==> src/rtl/cordic_pkg.sv <==
// cordic_pkg: shared ALU op codes, FSM states and CORDIC gain for the vectoring engine.
package cordic_pkg;
  typedef enum logic [1:0] {ADD = 2'd0, SUB = 2'd1, NOP = 2'd2} alu_op_e;
  typedef enum logic [1:0] {IDLE, ROTATE, DONE} state_e;
  localparam real CORDIC_GAIN = 1.6467602581;
endpackage

==> src/rtl/cordic_vector_iter_if.sv <==
// cordic_vector_iter_if: operand/result handshake between source, engine and consumer.
interface cordic_vector_iter_if #(
  parameter int WORD_WIDTH  = 16,
  parameter int ANGLE_WIDTH = 16
);
  logic start;
  logic busy;
  logic out_valid;
  logic signed [WORD_WIDTH-1:0] x_in;
  logic signed [WORD_WIDTH-1:0] y_in;
  logic signed [WORD_WIDTH+1:0] magnitude;
  logic signed [ANGLE_WIDTH-1:0] angle;
  modport master (output start, x_in, y_in, input busy, out_valid, magnitude, angle);
  modport slave (input start, x_in, y_in, output busy, out_valid, magnitude, angle);
endinterface

==> src/rtl/cordic_alu.sv <==
// cordic_alu: signed add/sub datapath shared by the x, y and z updates.
module cordic_alu import cordic_pkg::*; #(
  parameter int WORD_WIDTH = 16
) (
  input  alu_op_e                      op_i,
  input  logic signed [WORD_WIDTH-1:0] a_i,
  input  logic signed [WORD_WIDTH-1:0] b_i,
  output logic signed [WORD_WIDTH-1:0] y_o
);
  assign y_o = op_i == ADD ? a_i + b_i : op_i == SUB ? a_i - b_i : a_i;
endmodule

==> src/rtl/cordic_atan_rom.sv <==
// cordic_atan_rom: atan(2^-i) as a binary angle, rounded from a 32-bit master table.
module cordic_atan_rom #(
  parameter int ANGLE_WIDTH = 16,
  localparam int IW = $clog2(ANGLE_WIDTH)
) (
  input  logic [IW-1:0]          iter_i,
  output logic [ANGLE_WIDTH-1:0] atan_o
);
  localparam int SH = 32 - ANGLE_WIDTH;
  localparam logic [32:0] HALF = (33'd1 << SH) >> 1;
  localparam logic [31:0] TABLE [30] = '{
    32'd536870912, 32'd316933406, 32'd167458907, 32'd85004756, 32'd42667331,
    32'd21354465,  32'd10679838,  32'd5340245,   32'd2670163,  32'd1335087,
    32'd667544,    32'd333772,    32'd166886,    32'd83443,    32'd41722,
    32'd20861,     32'd10430,     32'd5215,      32'd2608,     32'd1304,
    32'd652,       32'd326,       32'd163,       32'd81,       32'd41,
    32'd20,        32'd10,        32'd5,         32'd3,        32'd1
  };
  logic [32:0] sum;
  assign sum    = {1'b0, TABLE[iter_i]} + HALF;
  assign atan_o = ANGLE_WIDTH'(sum >> SH);
endmodule

==> src/rtl/cordic_vector_iter.sv <==
// cordic_vector_iter: iterative CORDIC vectoring engine, one micro-rotation per clock.
module cordic_vector_iter import cordic_pkg::*; #(
  parameter int WORD_WIDTH  = 16,
  parameter int ANGLE_WIDTH = 16,
  parameter int ITERATIONS  = 14
) (
  input logic clk,
  input logic rst,
  cordic_vector_iter_if.slave bus
);
  localparam int GW = WORD_WIDTH + 2;
  localparam int IW = $clog2(ANGLE_WIDTH);
  localparam logic [ANGLE_WIDTH-1:0] QUARTER = ANGLE_WIDTH'(1) << (ANGLE_WIDTH - 2);
  state_e state_q, state_d;
  logic [IW-1:0] iter_q, iter_d;
  logic signed [GW-1:0] x_q, x_d, y_q, y_d, mag_q, mag_d, xs, ys, x_nx, y_nx;
  logic signed [ANGLE_WIDTH-1:0] z_q, z_d, ang_q, ang_d, z_nx;
  logic [ANGLE_WIDTH-1:0] atan;
  logic down;
  alu_op_e op_xz, op_y;
  assign xs    = GW'(bus.x_in);
  assign ys    = GW'(bus.y_in);
  assign down  = y_q[GW-1];
  assign op_xz = down ? SUB : ADD;
  assign op_y  = down ? ADD : SUB;
  cordic_atan_rom #(.ANGLE_WIDTH(ANGLE_WIDTH)) u_rom (.iter_i(iter_q), .atan_o(atan));
  cordic_alu #(.WORD_WIDTH(GW)) u_alu_x (.op_i(op_xz), .a_i(x_q), .b_i(y_q >>> iter_q), .y_o(x_nx));
  cordic_alu #(.WORD_WIDTH(GW)) u_alu_y (.op_i(op_y), .a_i(y_q), .b_i(x_q >>> iter_q), .y_o(y_nx));
  cordic_alu #(.WORD_WIDTH(ANGLE_WIDTH)) u_alu_z (.op_i(op_xz), .a_i(z_q), .b_i(atan), .y_o(z_nx));
  // Pre-rotation by +/-90 deg puts the vector in the right half-plane, where CORDIC converges.
  always_comb begin
    state_d = state_q;
    iter_d  = iter_q;
    x_d     = x_q;
    y_d     = y_q;
    z_d     = z_q;
    mag_d   = mag_q;
    ang_d   = ang_q;
    if (state_q == IDLE && bus.start) begin
      state_d = ROTATE;
      iter_d  = '0;
      x_d     = !xs[GW-1] ? xs : !ys[GW-1] ? ys : -ys;
      y_d     = !xs[GW-1] ? ys : !ys[GW-1] ? -xs : xs;
      z_d     = !xs[GW-1] ? '0 : !ys[GW-1] ? QUARTER : -QUARTER;
    end else if (state_q == ROTATE) begin
      x_d    = x_nx;
      y_d    = y_nx;
      z_d    = z_nx;
      iter_d = iter_q + 1'b1;
      if (iter_q == IW'(ITERATIONS - 1)) begin
        state_d = DONE;
        mag_d   = x_nx;
        ang_d   = z_nx;
      end
    end else if (state_q == DONE) begin
      state_d = IDLE;
    end
  end
  always_ff @(posedge clk) begin
    if (rst) begin
      state_q <= IDLE;
      iter_q  <= '0;
      x_q     <= '0;
      y_q     <= '0;
      z_q     <= '0;
      mag_q   <= '0;
      ang_q   <= '0;
    end else begin
      state_q <= state_d;
      iter_q  <= iter_d;
      x_q     <= x_d;
      y_q     <= y_d;
      z_q     <= z_d;
      mag_q   <= mag_d;
      ang_q   <= ang_d;
    end
  end
  assign bus.busy      = state_q != IDLE;
  assign bus.out_valid = state_q == DONE;
  assign bus.magnitude = mag_q;
  assign bus.angle     = ang_q;
endmodule

==> src/flat_wrapper.sv <==
// flat-port wrapper written by rule: the top's interface ports become plain ports
module cordic_vector_iter_flat import cordic_pkg::*;
#(
  parameter int WORD_WIDTH  = 16,
  parameter int ANGLE_WIDTH = 16,
  parameter int ITERATIONS  = 14
)
  (clk, rst, bus_start, bus_x_in, bus_y_in, bus_busy, bus_out_valid, bus_magnitude, bus_angle);
  cordic_vector_iter_if #(.WORD_WIDTH(WORD_WIDTH), .ANGLE_WIDTH(ANGLE_WIDTH)) bus_i ();
  input logic clk;
  input logic rst;
  input wire logic [$bits(bus_i.start)-1:0] bus_start;
  input wire logic [$bits(bus_i.x_in)-1:0] bus_x_in;
  input wire logic [$bits(bus_i.y_in)-1:0] bus_y_in;
  output wire logic [$bits(bus_i.busy)-1:0] bus_busy;
  output wire logic [$bits(bus_i.out_valid)-1:0] bus_out_valid;
  output wire logic [$bits(bus_i.magnitude)-1:0] bus_magnitude;
  output wire logic [$bits(bus_i.angle)-1:0] bus_angle;
  assign bus_i.start = bus_start;
  assign bus_i.x_in = bus_x_in;
  assign bus_i.y_in = bus_y_in;
  assign bus_busy = bus_i.busy;
  assign bus_out_valid = bus_i.out_valid;
  assign bus_magnitude = bus_i.magnitude;
  assign bus_angle = bus_i.angle;
  cordic_vector_iter #(.WORD_WIDTH(WORD_WIDTH), .ANGLE_WIDTH(ANGLE_WIDTH), .ITERATIONS(ITERATIONS)) u_core (.clk(clk), .rst(rst), .bus(bus_i));
endmodule
==> config.mk <==
export PLATFORM = sky130hd
export DESIGN_NAME = cordic_vector_iter_flat
export DESIGN_NICKNAME = d
export VERILOG_FILES = /design/src/rtl/cordic_pkg.sv /design/src/rtl/cordic_vector_iter_if.sv /design/src/rtl/cordic_alu.sv /design/src/rtl/cordic_atan_rom.sv /design/src/rtl/cordic_vector_iter.sv /design/src/flat_wrapper.sv
export SDC_FILE = /design/constraint.sdc
export NUM_CORES = 1
export LEC_CHECK = 0
export CORE_MARGIN = 2
export CORE_UTILIZATION = 32
export DETAILED_ROUTE_END_ITERATION = 7
export MAX_ROUTING_LAYER = met4
export PLACE_DENSITY = 0.59
export SYNTH_ARGS = -nofsm -noshare
export SYNTH_HDL_FRONTEND = slang
export SYNTH_HIERARCHICAL = 1
export SYNTH_SLANG_ARGS = --single-unit
==> constraint.sdc <==
create_clock -name clk -period 3.95 [get_ports clk]
set_input_delay 0.79 -clock clk [delete_from_list [all_inputs] [get_ports clk]]
set_output_delay 0.79 -clock clk [all_outputs]
set_load 0.03 [all_outputs]
==> summary.md <==
| Metric | Value |
|---|---|
| Run status | `finished, violations left` |
| Failing checks | `setup timing` |
| Core area | `between 0.03 and 0.04 mm^2` |
| P&R area growth vs syn | `50.0%` |
| Final worst slack | `-387 ps` |
| Cell Area, Synth | `0.0125 mm^2` |
| Initial core utilization | `0.324` |
| Peak supply drop | `0.215 mV` |
| Synth top area share | `0.147` |
| CTS sink count | `between 90 and 100` |
| Cell taking the most area after synthesis | `dfxtp_1` |
| ANT cells | `0` |
| Setup TNS | `-8780 ps` |
| GR met1 Demand/Resource | `0.315` |
| FF-to-FF Start | `u_core/iter_q[0]` |
| Overall die width | `slightly above 200 um` |
| Initial antenna violation count | `0` |
| Vias per cell | `5.63` |
| Slowest-stage cell, CP | `mux4_2` |
| Vias post-DR | `14,700` |
| Layout Skew | `9.74 ps` |
| Number of remaining DRC errors | `0` |
| GPL Wtd Cong | `0.975` |
| Top post-synthesis cells by area | `dfxtp_1, ha_1, nand2_1` |
| Final setup violation count | `43` |
| Critical Path AT | `4630 ps` |
| Yosys reg bits | `92` |
| Finished Core Util | `0.487` |
| Final Net Count | `2,240` |
| Fraction of layout cells with a size suffix above 1 | `0.392` |
| Final worst path period need | `between 4000 and 5000 ps` |
| Most frequent cells after synthesis | `nand2_1, a21oi_1, nor2_1` |
| First-pass GRT wire length | `between 70 and 80 mm` |
| # port buffers | `70` |
| TritonCTS buffer count | `9` |
| Cell mode on critical path | `buf_4` |
| Synth unique cells | `95` |
| Vias in the first global route | `14,000` |
| Clock transition at path regs | `70 ps` |
| Most common cell in the netlist | `nand2_1` |
| Root buf cell | `clkbuf_16` |
| RR Endpoint | `u_core/bus.magnitude[14]` |
| Slew @ Worst Pin | `~870 ps` |
| Antenna viol nets, final | `0` |
| RSZ-0062 raised after global routing | `yes` |
| FMAX | `231 MHz` |
| R2R depth | `22` |
| Initial DRT Pass Iterations | `5` |
| Die height | `202 um` |
| Clock tree buffer depth | `2` |
| Post-Place Setup Slack | `-560 ps` |
| WP data required | `approximately 4200 ps` |
| Hold path endpoint | `u_core/bus.angle[2]` |
| Flop2flop setup slack | `-390 ps` |
| Register area share after synthesis | `0.147` |
| Pleak | `7.57 nW` |
| Worst-path fanout max | `6` |
| Num ports | `71` |
| CTS H-tree lvls | `3` |
| Setup CP Type | `flop to flop` |
| Placed wire-length estimate | `38.5 mm` |
| Grt ovf | `0` |
| Post-route cell area | `0.0188 mm^2` |
| Largest net degree at the start of global routing | `60` |
| Clock latency at the later pin of the worst-skew pair | `360 ps` |
| Max cap viols | `0` |
| Cells after Synth | `1,699` |
| Synth warnings | `6` |
| Final wirelength | `around 52 mm` |
| Final Max Slew Viols | `0` |
| Worst rel slew slack | `0.419` |
| Critical-path cell list | `buf_12 -> buf_4 -> mux4_2 -> and2_1 -> a211oi_2 -> a21oi_2 -> buf_4 -> buf_4 -> fa_2 -> nor2b_4 -> o31a_1 -> o41ai_2 -> o32ai_2 -> buf_4 -> o311ai_4 -> o41ai_2 -> xnor2_1 -> o21ai_2 -> buf_4 -> buf_4 -> nand2_4 -> a21oi_2` |
| Die footprint | `0.0408 mm^2` |
| Fin crit share | `1.10` |
| Min-delay src | `u_core/bus.angle[2]` |
| PD cells | `roughly 320 mW/mm^2` |
| Fill cells | `3,704` |
| GR met2 Demand/Resource | `0.406` |
| Post-synth ARST share | `0` |
| Post-place instance area | `0.0161 mm^2` |
| CP endpoint kind | `flop` |
| Startpoint types | `flop` |
| WHS Path Cells | `2` |
| Main synth FF type | `dfxtp_1` |
| Wire per inst | `20.0 um` |
| CP peak stage delay | `510 ps` |
| M3 GR Usage | `0.0389` |
| Number of synthesized flops with an enable pin | `0` |
| Hold WC Path Type | `flop to flop` |
| Mapped Avg Cell Area | `7.38 um^2` |
| GRT Total Usage | `0.253` |
| Row cnt | `72` |
| Busiest layer in global routing | `met2` |
| Initial DRC count | `1,193` |
| TritonCTS clock tree | `yes` |
| Final Hold Violating Endpoints | `0` |
sequential cells by signal, summed over array words and instances, names as in the netlist:
signal,flops
u_core/bus.magnitude,18
u_core/x_q,18
u_core/y_q,18
u_core/bus.angle,16
u_core/z_q,16
u_core/iter_q,4
u_core/state_q,2
metal layers:
layer / up-vias / routed length, um
met5: - / 0
met4: 0 / 2390
met3: 132 / 3090
met2: 549 / 24400
met1: 7103 / 22300
li1: 6918 / -
how the worst max path moves through the flow:
stage                startpoint                       end  slack (ps)
2_1_floorplan  u_core/iter_q[1]            u_core/y_q[12]         -90
3_5_place_dp   u_core/iter_q[0]            u_core/x_q[14]        -560
6_report       u_core/iter_q[0]  u_core/bus.magnitude[14]        -390
4_1_cts        u_core/iter_q[0]            u_core/y_q[12]        -340
3_3_place_gp   u_core/iter_q[1]            u_core/x_q[13]        -490
5_1_grt        u_core/iter_q[0]            u_core/y_q[12]        -530
power breakdown:
| group | internal (W) | switching, W |
|---|---|---|
| clock network | 0.000464 | 0.000412 |
| registers | 0.000981 | 0.0000920 |
| logic | 0.00200 | 0.00212 |
| total | 0.00344 | 0.00262 |
worst max-delay path, delay by kind of cell, from the launching register on:
family / cells / cell delay, ps
AOI/OAI and AO/OA: 9 / 1470
xor gates and xnor gates: 1 / 130
adders and majority gates: 1 / 390
buffers and inverters: 7 / 980
DFF: 1 / 420
muxes: 1 / 510
and+or+nand+nor: 3 / 360
cell families after synthesis:
kind of cell,after synthesis,synth area share
simple gates,559,0.215
compound gates,521,0.279
buf+inv,240,0.0808
fa+ha+maj,114,0.117
mux,104,0.113
flops,92,0.147
xor+xnor,67,0.0468
other cells,2,0.000599
metrics by stage:
stage / std cells / power [W] / hold WS (ps)
6_report: 2613 / 0.00606 / 456
4_1_cts: 2590 / 0.00573 / 458
5_1_grt: 2613 / 0.00640 / 483
3_3_place_gp: 2535 / 0.00437 / 445
2_1_floorplan: 1704 / 0.00291 / 478
3_5_place_dp: 2535 / 0.00438 / 448
final cells by class:
cell class                      instances  area [um^2]  area share
Multi-Input combinational cell       1372        11500       0.611
Timing Repair Buffer                  496         4060       0.216
Sequential cell                        92         1850      0.0986
Tap cell                              518          648      0.0345
Inverter                              120          465      0.0248
Clock buffer                           11          253      0.0134
Clock inverter                          4         31.3     0.00166
layout by cell type (no fill, tap or decap), types with 39 or more instances in the layout:
master	instances
dfxtp_1	86
ha_1	70
nand2_1	197
nor2_1	113
o21ai_0	65
a21oi_2	51
mux2i_1	45
buf_4	392
xnor2_1	40
inv_1	90
o21ai_1	39
clkdlybuf4s50_1	69
a21oi_1	98
repair_timing:
item                       4_1_cts  5_1_grt
setup endpoints to repair       54       59
setup buffers                   49       31
resized for setup              248      174
pin swaps                      119      121
hold buffers                     0        0
(Power assumes the default switching activity.)
